==> src/rtl/calc_pkg.sv <==
// Shared opcode encodings and FSM state type for the parametrised calculator core.
package calc_pkg;

   localparam logic [1:0] OP_ROT = 2'b00;
   localparam logic [1:0] OP_ADD = 2'b01;
   localparam logic [1:0] OP_SUB = 2'b10;
   localparam logic [1:0] OP_MUL = 2'b11;

   typedef enum logic [2:0] {
      ST_INIT,
      ST_IDLE,
      ST_EXEC,
      ST_MUL,
      ST_DONE
   } calc_state_t;

endpackage

==> src/rtl/calc_mul_seq.sv <==
// Iterative shift-add multiplier: loads on i_start, runs WIDTH iterations,
// then pulses o_done for one cycle with the full 2*WIDTH product on o_prod.
module calc_mul_seq #(
   parameter int WIDTH = 8
) (
   input  logic               i_clk,
   input  logic               i_rst_n,
   input  logic               i_start,
   input  logic [WIDTH-1:0]   i_a,
   input  logic [WIDTH-1:0]   i_b,
   output logic               o_done,
   output logic [2*WIDTH-1:0] o_prod
);

   localparam int CW = $clog2(WIDTH);

   logic [2*WIDTH-1:0] r_mcand;
   logic [2*WIDTH-1:0] r_acc;
   logic [WIDTH-1:0]   r_mplier;
   logic [CW-1:0]      r_cnt;
   logic               r_run;
   logic               r_done;

   // One multiplier bit is consumed per cycle; done fires on the last iteration edge.
   always_ff @(posedge i_clk or negedge i_rst_n) begin
      if (!i_rst_n) begin
         r_mcand  <= '0;
         r_acc    <= '0;
         r_mplier <= '0;
         r_cnt    <= '0;
         r_run    <= 1'b0;
         r_done   <= 1'b0;
      end else begin
         r_done <= 1'b0;
         if (i_start) begin
            r_mcand  <= {{WIDTH{1'b0}}, i_a};
            r_mplier <= i_b;
            r_acc    <= '0;
            r_cnt    <= '0;
            r_run    <= 1'b1;
         end else if (r_run) begin
            if (r_mplier[0]) begin
               r_acc <= r_acc + r_mcand;
            end
            r_mcand  <= r_mcand << 1;
            r_mplier <= r_mplier >> 1;
            r_cnt    <= r_cnt + 1'b1;
            if (r_cnt == CW'(WIDTH - 1)) begin
               r_run  <= 1'b0;
               r_done <= 1'b1;
            end
         end
      end
   end

   assign o_done = r_done;
   assign o_prod = r_acc;

endmodule

==> src/rtl/calc_core_p.sv <==
// Parametrised calculator core: handshake-driven rotate/add/sub/mul with an init
// window, wrap or saturate results, and a registered result with a DataReady pulse.
module calc_core_p
   import calc_pkg::*;
#(
   parameter int WIDTH       = 8,
   parameter int INIT_CYCLES = 4,
   parameter int SATURATE    = 0
) (
   input  logic             Clk,
   input  logic             Rst_n,
   input  logic [WIDTH-1:0] A,
   input  logic [WIDTH-1:0] B,
   input  logic [1:0]       OpCode,
   input  logic             OpCodeValid,
   output logic [WIDTH-1:0] Z,
   output logic             DataReady,
   output logic             Overflow,
   output logic             Busy,
   output logic             Initializing
);

   localparam int SW  = $clog2(WIDTH);
   localparam int ICW = (INIT_CYCLES > 1) ? $clog2(INIT_CYCLES) : 1;
   localparam bit SAT = (SATURATE != 0);

   calc_state_t        r_state;
   calc_state_t        w_next;
   logic [ICW-1:0]     r_initCnt;
   logic [WIDTH-1:0]   r_a;
   logic [WIDTH-1:0]   r_b;
   logic [1:0]         r_op;
   logic [WIDTH-1:0]   r_res;
   logic               r_ovf;
   logic [WIDTH-1:0]   r_z;
   logic               r_ovfOut;
   logic               r_dataReady;
   logic               w_accept;
   logic               w_mulStart;
   logic               w_mulDone;
   logic [2*WIDTH-1:0] w_prod;
   logic [2*WIDTH-1:0] w_rotDbl;
   logic [WIDTH:0]     w_sum;
   logic [WIDTH-1:0]   w_execRes;
   logic               w_execOvf;

   assign w_accept   = OpCodeValid && (r_state == ST_IDLE || r_state == ST_DONE);
   assign w_mulStart = w_accept && (OpCode == OP_MUL);
   assign w_rotDbl   = {r_a, r_a} << r_b[SW-1:0];
   assign w_sum      = {1'b0, r_a} + {1'b0, r_b};

   calc_mul_seq #(.WIDTH(WIDTH)) u_mul (
      .i_clk   (Clk),
      .i_rst_n (Rst_n),
      .i_start (w_mulStart),
      .i_a     (A),
      .i_b     (B),
      .o_done  (w_mulDone),
      .o_prod  (w_prod)
   );

   // Result and flag for whichever operation is finishing; mul uses the default arm.
   always_comb begin
      w_execRes = '0;
      w_execOvf = 1'b0;
      case (r_op)
         OP_ROT: w_execRes = w_rotDbl[2*WIDTH-1:WIDTH];
         OP_ADD: begin
            w_execOvf = w_sum[WIDTH];
            w_execRes = (SAT && w_execOvf) ? '1 : w_sum[WIDTH-1:0];
         end
         OP_SUB: begin
            w_execOvf = (r_a < r_b);
            w_execRes = (SAT && w_execOvf) ? '0 : r_a - r_b;
         end
         default: begin
            w_execOvf = |w_prod[2*WIDTH-1:WIDTH];
            w_execRes = (SAT && w_execOvf) ? '1 : w_prod[WIDTH-1:0];
         end
      endcase
   end

   always_comb begin
      w_next = r_state;
      case (r_state)
         ST_INIT: if (r_initCnt == ICW'(INIT_CYCLES - 1)) w_next = ST_IDLE;
         ST_IDLE, ST_DONE: begin
            w_next = ST_IDLE;
            if (OpCodeValid) w_next = (OpCode == OP_MUL) ? ST_MUL : ST_EXEC;
         end
         ST_EXEC: w_next = ST_DONE;
         ST_MUL:  if (w_mulDone) w_next = ST_DONE;
         default: w_next = ST_INIT;
      endcase
   end

   // The result is staged in r_res and only published to Z on leaving DONE,
   // so Z and DataReady always change together.
   always_ff @(posedge Clk or negedge Rst_n) begin
      if (!Rst_n) begin
         r_state     <= ST_INIT;
         r_initCnt   <= '0;
         r_a         <= '0;
         r_b         <= '0;
         r_op        <= OP_ROT;
         r_res       <= '0;
         r_ovf       <= 1'b0;
         r_z         <= '0;
         r_ovfOut    <= 1'b0;
         r_dataReady <= 1'b0;
      end else begin
         r_state <= w_next;
         if (r_state == ST_INIT) r_initCnt <= r_initCnt + 1'b1;
         if (w_accept) begin
            r_a  <= A;
            r_b  <= B;
            r_op <= OpCode;
         end
         if (r_state == ST_EXEC || (r_state == ST_MUL && w_mulDone)) begin
            r_res <= w_execRes;
            r_ovf <= w_execOvf;
         end
         r_dataReady <= (r_state == ST_DONE);
         if (r_state == ST_DONE) begin
            r_z      <= r_res;
            r_ovfOut <= r_ovf;
         end
      end
   end

   assign Z            = r_z;
   assign Overflow     = r_ovfOut;
   assign DataReady    = r_dataReady;
   assign Busy         = (r_state == ST_EXEC) || (r_state == ST_MUL);
   assign Initializing = (r_state == ST_INIT);

endmodule
==> config.mk <==
export PLATFORM = sky130hd
export DESIGN_NAME = calc_core_p
export DESIGN_NICKNAME = d
export VERILOG_FILES = /design/src/rtl/calc_pkg.sv /design/src/rtl/calc_mul_seq.sv /design/src/rtl/calc_core_p.sv
export SDC_FILE = /design/constraint.sdc
export NUM_CORES = 1
export LEC_CHECK = 0
export ABC_CLOCK_PERIOD_IN_PS = 3100
export BUFFER_PORTS_ARGS = -buffer_cell sky130_fd_sc_hd__buf_4
export CORE_MARGIN = 5
export CORE_UTILIZATION = 40
export CTS_BUF_LIST = sky130_fd_sc_hd__clkbuf_16
export DETAILED_ROUTE_END_ITERATION = 10
export HOLD_SLACK_MARGIN = 0.12
export MAX_ROUTING_LAYER = met4
export SETUP_SLACK_MARGIN = 0.4
export SYNTH_ARGS = -nofsm -noshare
export SYNTH_HDL_FRONTEND = slang
export SYNTH_SLANG_ARGS = --single-unit
==> constraint.sdc <==
create_clock -name Clk -period 3.1 [get_ports Clk]
set_clock_uncertainty 0.1 [all_clocks]
set_input_delay 0.155 -clock Clk [delete_from_list [all_inputs] [get_ports Clk]]
set_output_delay 0.155 -clock Clk [all_outputs]
set_load 0.005 [all_outputs]
# Word-level counts from Yosys, hierarchy flattened
# Cells that the tools add are included.
[word_totals]
ff_bits = 87
inputBits = 21
wordCells = 70
[op_classes]
addsub = 5
n_lt_le_gt_ge = 1
n_eq_ne = 11
n_shift = 1
mux = 22
n_reduce_logical = 14
[op_table]
columns = ["operator", "n"]
rows = [
  ["2-to-1 mux 16 bit", 5],
  ["one-hot mux 8 bit (3 select lines)", 1],
  ["adder 16 bit", 1],
  ["2-to-1 mux 8 bit", 2],
  ["<< shifter 16 x 3 -> 16 bit", 1],
  ["2-to-1 mux 3 bit", 4],
  ["one-hot mux 3 bit (4 select lines)", 1],
  ["adder 8 x 8 -> 9 bit", 1],
  ["< comparator 8 bit", 1],
  ["OR reduction 8 bit", 1],
  ["subtractor 8 bit", 1],
  ["2-to-1 mux 1 bit", 7],
  ["== test 2 bit, second input constant", 3],
  ["== test 3 x 2 -> 1 bit, second input constant", 2],
  ["== test 3 bit, second input constant", 2],
  ["!= test 2 x 1 -> 1 bit, second input constant", 2],
  ["AND reduction 2 bit", 2],
  ["nonzero test 2 bit", 2],
  ["adder 3 x 1 -> 3 bit, second input constant", 1],
  ["== test 3 x 1 -> 1 bit, second input constant", 1],
  ["logical AND 1 bit", 3],
  ["zero test 3 bit", 1],
  ["logical OR 1 bit", 3],
  ["one-hot mux 1 bit (3 select lines)", 1],
  ["other kinds (5)", 5],
]

# Depth between registers and ports, before layout
[logic_depth]
word_depth = 6
depth_mapped = 10
ltp_nobuf = 10

# Hierarchy
# A second synthesis with hierarchy kept.
[hier_totals]
cells_unflattened = 584
hier_area_um2 = 5570.3
[by_module_without_submodules]
columns = ["mod", "n_inst", "cells_per_inst", "area_per_inst_um2", "seq_area_each_um2"]
rows = [
  ["calc_core_p", 1, 299, 2876.5, 1051.0],
  ["calc_mul_seq", 1, 285, 2693.8, 1126.1],
]

# Worst setup path before layout
# Ideal clock, no wire load.
[synth_timing]
kind = "flip-flop to flip-flop"
from = "register r_b[1]"
to = "register r_res[5]"
setup_ns = 0.077
arrival_ns = 2.356
t_required_ns = 2.923
path_slack_ns = 0.567
stages_incl_launch_ff = 11
n_path_buf = 1
path_cell_list = "dfrtp_1 clkbuf_1 inv_1 ha_1 inv_1 a21oi_1 or4_1 nand3_1 xor2_1 mux4_2 o21ai_1"
[synth_between]
elab_chain_len = 2
[synth_rtl]
columns = ["item", "line", "rtl"]
rows = [
  ["from (decl)", "calc_core_p.sv:31", "logic [WIDTH-1:0] r_b;"],
  ["from (signal assigned)", "calc_core_p.sv:104", "r_b <= '0;"],
  ["from (signal assigned)", "calc_core_p.sv:116", "r_b <= B;"],
  ["subtractor 8 bit, or another cell as far along", "calc_core_p.sv:74", "w_execRes = (SAT && w_execOvf) ? '0 : r_a - r_b;"],
  ["one-hot mux 8 bit (3 select lines) *", "calc_core_p.sv:66", "case (r_op)"],
  ["to (signal assigned)", "calc_core_p.sv:120", "r_res <= w_execRes;"],
  ["to (decl)", "calc_core_p.sv:33", "logic [WIDTH-1:0] r_res;"],
]
# Every way passes the cells marked *; elsewhere a longest branch is shown, timed or not.
# A chain may end at the register's enable or synchronous reset.

# Worst setup path in the final report
[layout_timing]
from = "register r_a[0]"
to = "register r_ovf"
[layout_between]
elab_chain_len = 2
[layout_rtl]
columns = ["item", "line", "rtl"]
rows = [
  ["from (decl)", "calc_core_p.sv:30", "logic [WIDTH-1:0] r_a;"],
  ["from (signal assigned)", "calc_core_p.sv:103", "r_a <= '0;"],
  ["from (signal assigned)", "calc_core_p.sv:115", "r_a <= A;"],
  ["adder 8 x 8 -> 9 bit / < comparator 8 bit (equally long branches)", "calc_core_p.sv:50, calc_core_p.sv:73", ""],
  ["one-hot mux 1 bit (3 select lines) *", "calc_core_p.sv:66", ""],
  ["to (signal assigned)", "calc_core_p.sv:121", "r_ovf <= w_execOvf;"],
  ["to (decl)", "calc_core_p.sv:34", "logic r_ovf;"],
]
# Marked as above.

==> impl_metrics.tcl <==
set metrics [dict create \
    ir_drop_uv 421 \
    switchingPower_w 0.00291 \
    design.final.nets 646 \
    portBuffers 32 \
    route.detailed.vias_per_inst 5.36 \
    slew_headroom_pct 17.7 \
    drtPass1Iterations 4 \
    htreeDepth 3 \
    gp_routability_congestion 0.903 \
    via_count_of_the_first_global_routing_pass 4146 \
    post_synthesis_sequential_area_ratio_pct 41.3 \
    core_box_area_um2 13100 \
    timing.final.crit_share_pct 83.6 \
    multi_input_area_um2 2900 \
    static-leakage-power_nw 2.75 \
    synth_top_cell_by_area "sky130_fd_sc_hd__dfrtp_1" \
    worstPathArrival_ns 2.68 \
    routed-via-count 4118 \
    worst_skew_pair.late_latency_ns 0.34 \
    worst_reg2reg_setup_slack_ns 0.51 \
    share_comb_of_total_power_pct 52.0 \
    pwr_density_cell_nw_per_um2 1110 \
    floorplan.rows 42 \
    setup_viol_count_final 0 \
    finish.cell_count_without_fillers 769 \
    cts.sink_count 87 \
    synth_top_area_share_pct 41.3 \
    share_seq_of_total_power_pct 32.4 \
    synth_area_per_cell_um2 9.65 \
    n_antenna_cell 0 \
    drtAntennaViolNets 0 \
    crit_top_cell "sky130_fd_sc_hd__o21a_1" \
    post-cts-setup-buffers 0 \
    synth.top_cells.by_area "sky130_fd_sc_hd__dfrtp_1, sky130_fd_sc_hd__ha_1, sky130_fd_sc_hd__mux2i_1" \
    synth_edf_count 0 \
    worst_r2r_path_depth 10 \
    critPathKind "flop to flop" \
    grt_overflow 0 \
    switching_share_pct 42.2 \
    synthArstFlopShare_pct 100 \
    worst_setup_path_start_kind "flop" \
    cts_tree "built" \
    dp_cells 733 \
    critical_path_peak_fanout 6 \
    clk_pin_slew_worst_paths_ns 0.06 \
    cts-root-to-sink-buffers 2 \
    cts_root_buf "sky130_fd_sc_hd__clkbuf_16" \
    initial_core_utilization_pct 40.3 \
    timing.fmax_mhz 386 \
    fp.dieH_um 125 \
    crit_path_top_delay_cell "sky130_fd_sc_hd__dfrtp_1" \
    ys_dominant_reg_cell "sky130_fd_sc_hd__dfrtp_1" \
    remaining_drc_errors 0 \
    worst_margin_slew_ns 1.23 \
    synth_cell_type_count 50 \
    ys_ff_latch 87 \
    drt-met1-wl_um 5930 \
    io_pins 33 \
    route.final.wire_length_um 12600 \
    run_status "completed" \
    synthesis.instances 546 \
    syn-num-nets 604 \
    reg2reg_to "r_ovf$_DFFE_PN0P_" \
    route.detailed.wl_per_inst_um 16.4 \
    final.fill_count 1227 \
    timing_max_transition_violations_final 0 \
    crit_path_cell_trace "inv_1 > ha_1 > fa_1 > nor2b_1 > o31a_1 > o21a_1 > o21a_1 > o21ai_0 > a311oi_1 > o21ai_1" \
    rsz0062_at_grt "true" \
    met2_wirelength_um 5890 \
    footprint_of_the_flip_flops_and_latches_um2 2180 \
    yosysWarnings 0 \
    die_x_um 125 \
    met3_length_um 532 \
    groute.usage.overall_pct 17.5 \
    crit_required_ns 3.19 \
    largest_net_degree_at_the_start_of_global_routing 58 \
    highest_signal_layer "met4" \
    max_cap_violations 0 \
    post_syn_area_um2 5270 \
    layout-area-overhead-vs-synth_pct 17.1 \
    die_area_um2 15600 \
    grt_first_pass_wirelength_um 21500 \
    kind_of_end_point_of_the_critical_path "flop" \
    fin_crit_ns 2.59 \
    cp_slowest_stage_delay_ns 0.47 \
    drive_above_1_share_pct 15.0 \
    internal-power_w 0.00397 \
    crit_reg_reg_startpoint "r_a[0]$_DFFE_PN0P_" \
    power.clock.fraction_pct 15.6 \
    antenna_found_initial 0 \
    timing_hold_violations_final 0 \
    post_route_setup_tns_ns 0 \
    first_iter_violations 276 \
    post-dp-hpwl_um 9240 \
    cts_made_buffers 9 \
    worst_hold_path_type "primary input to asynchronous set/reset pin" \
]
==> how the worst max path moves through the flow <==
| stage | startpoint | to | slack [ns] | cells after the start |
|---|---|---|---|---|
| after CTS | r_b[0]$_DFFE_PN0P_ | r_ovf$_DFFE_PN0P_ | 0.44 | 9 |
| after global placement | r_b[0]$_DFFE_PN0P_ | r_ovf$_DFFE_PN0P_ | 0.57 | 9 |
| after floorplan | r_b[1]$_DFFE_PN0P_ | r_res[5]$_DFFE_PN0P_ | 0.57 | 10 |
| after global routing | r_b[0]$_DFFE_PN0P_ | r_ovf$_DFFE_PN0P_ | 0.36 | 9 |
| after detailed placement | r_b[0]$_DFFE_PN0P_ | r_ovf$_DFFE_PN0P_ | 0.46 | 9 |
| final | r_a[0]$_DFFE_PN0P_ | r_ovf$_DFFE_PN0P_ | 0.51 | 10 |
==> Yosys cell counts, types with 3 or more instances <==
library cell               number
sky130_fd_sc_hd__mux2i_1       30
sky130_fd_sc_hd__clkbuf_1      18
sky130_fd_sc_hd__nor2_1        35
sky130_fd_sc_hd__nor3_1        15
sky130_fd_sc_hd__xor2_1         7
sky130_fd_sc_hd__fa_1           3
sky130_fd_sc_hd__nand3_1        3
sky130_fd_sc_hd__dfrtp_1       87
sky130_fd_sc_hd__o21ai_1        9
sky130_fd_sc_hd__buf_1          5
sky130_fd_sc_hd__inv_1         25
sky130_fd_sc_hd__nand2b_1       5
sky130_fd_sc_hd__nor2b_1        4
sky130_fd_sc_hd__o21ai_0       42
sky130_fd_sc_hd__o21bai_1       3
sky130_fd_sc_hd__a21oi_1       44
sky130_fd_sc_hd__a211oi_1      13
sky130_fd_sc_hd__xnor2_1       14
sky130_fd_sc_hd__mux4_2        10
sky130_fd_sc_hd__mux2_2        18
sky130_fd_sc_hd__ha_1          34
sky130_fd_sc_hd__o21a_1         4
sky130_fd_sc_hd__and2_1         3
sky130_fd_sc_hd__nand2_1       76
sky130_fd_sc_hd__a311oi_1       3
==> per-stage QoR <==
| stage | setup slack [ns] | power [W] | hold WS, ns | cell area (µm²) | util [%] |
|---|---|---|---|---|---|
| floorplan | 0.567 | 0.00483 | -0.241 | 5270 | - |
| global placement | 0.571 | 0.00569 | 0.0820 | 5670 | 43.3 |
| detailed placement | 0.462 | 0.00578 | 0.0916 | 5670 | 43.3 |
| CTS | 0.439 | 0.00690 | 0.265 | 6160 | 47.0 |
| global route | 0.357 | 0.00750 | 0.315 | 6170 | 47.2 |
| finish | 0.509 | 0.00688 | 0.250 | 6170 | 47.2 |
==> power groups by stage <==
stage / Combinational (W) / Sequential (W) / Clock (W)
detailed placement: 0.00354 / 0.00224 / 0
finish: 0.00358 / 0.00223 / 0.00108
global route: 0.00403 / 0.00232 / 0.00115
global placement: 0.00348 / 0.00220 / 0
floorplan: 0.00290 / 0.00193 / 0
CTS: 0.00358 / 0.00222 / 0.00109
==> cell families (layout without fill, tap and decap cells) <==
logic type / after synthesis / in the layout / synth area share [%]
AOI/OAI and AO/OA: 140 / 140 / 15.8
xor gates and xnor gates: 21 / 21 / 3.49
adders and majority gates: 37 / 37 / 9.22
buffers and inverters: 52 / 99 / 3.90
DFF: 87 / 87 / 41.3
muxes: 59 / 59 / 14.1
and+or+nand+nor: 150 / 150 / 12.1
==> registers in the layout (all words and copies together) (netlist names), 2 cells and up <==
signal	count
u_mul.o_prod	16
u_mul.r_mcand	16
Z	8
r_a	8
r_b	8
r_res	8
u_mul.r_mplier	8
r_state	3
u_mul.r_cnt	3
r_initCnt	2
r_op	2
==> critical path, delay by kind of cell, from the launching register on <==
family / cells / cell delay [ns]
AND/OR/NAND/NOR: 1 / 0.21
flip-flops: 1 / 0.47
adder cells (fa/ha/maj): 2 / 0.62
buffers and inverters: 1 / 0.09
AO/OA/AOI/OAI: 6 / 0.92
==> cell type report <==
class / instances / area share (%)
clock inverters: 7 / 1.05
repair buffers: 57 / 7.75
well taps: 176 / 3.57
multi-input cells: 407 / 47.0
inverters: 26 / 1.58
clock buffers: 9 / 3.65
flip-flops and latches: 87 / 35.3
==> per-layer routing <==
metal  track usage (%)  up-vias
met3              3.13       23
met2              26.4       93
met1              23.5     1988
li1                  -     2014
met4              6.77        0
met5                 -        -
==> layout by cell type (no fill, tap or decap), types with 4 or more instances in the layout <==
master / n
sky130_fd_sc_hd__a211oi_1: 12
sky130_fd_sc_hd__a21oi_1: 44
sky130_fd_sc_hd__buf_4: 37
sky130_fd_sc_hd__clkbuf_16: 9
sky130_fd_sc_hd__dfrtp_1: 84
sky130_fd_sc_hd__dlygate4sd3_1: 20
sky130_fd_sc_hd__ha_1: 34
sky130_fd_sc_hd__inv_1: 26
sky130_fd_sc_hd__mux2_2: 18
sky130_fd_sc_hd__mux2i_1: 30
sky130_fd_sc_hd__mux4_2: 10
sky130_fd_sc_hd__nand2_1: 76
sky130_fd_sc_hd__nand2b_1: 5
sky130_fd_sc_hd__nor2_1: 34
sky130_fd_sc_hd__nor2b_1: 4
sky130_fd_sc_hd__nor3_1: 14
sky130_fd_sc_hd__o21a_1: 4
sky130_fd_sc_hd__o21ai_0: 42
sky130_fd_sc_hd__o21ai_1: 9
sky130_fd_sc_hd__xnor2_1: 14
sky130_fd_sc_hd__xor2_1: 7
==> repair_timing <==
| item | 4_1_cts | 5_1_grt |
|---|---|---|
| hold buffers | 20 | 0 |
| endpoints found under the hold margin | 77 | 0 |
| resized for setup | 0 | 5 |
| endpoints found under the setup margin | 0 | 6 |
No activity file was read; power rests on OpenSTA's default activity.
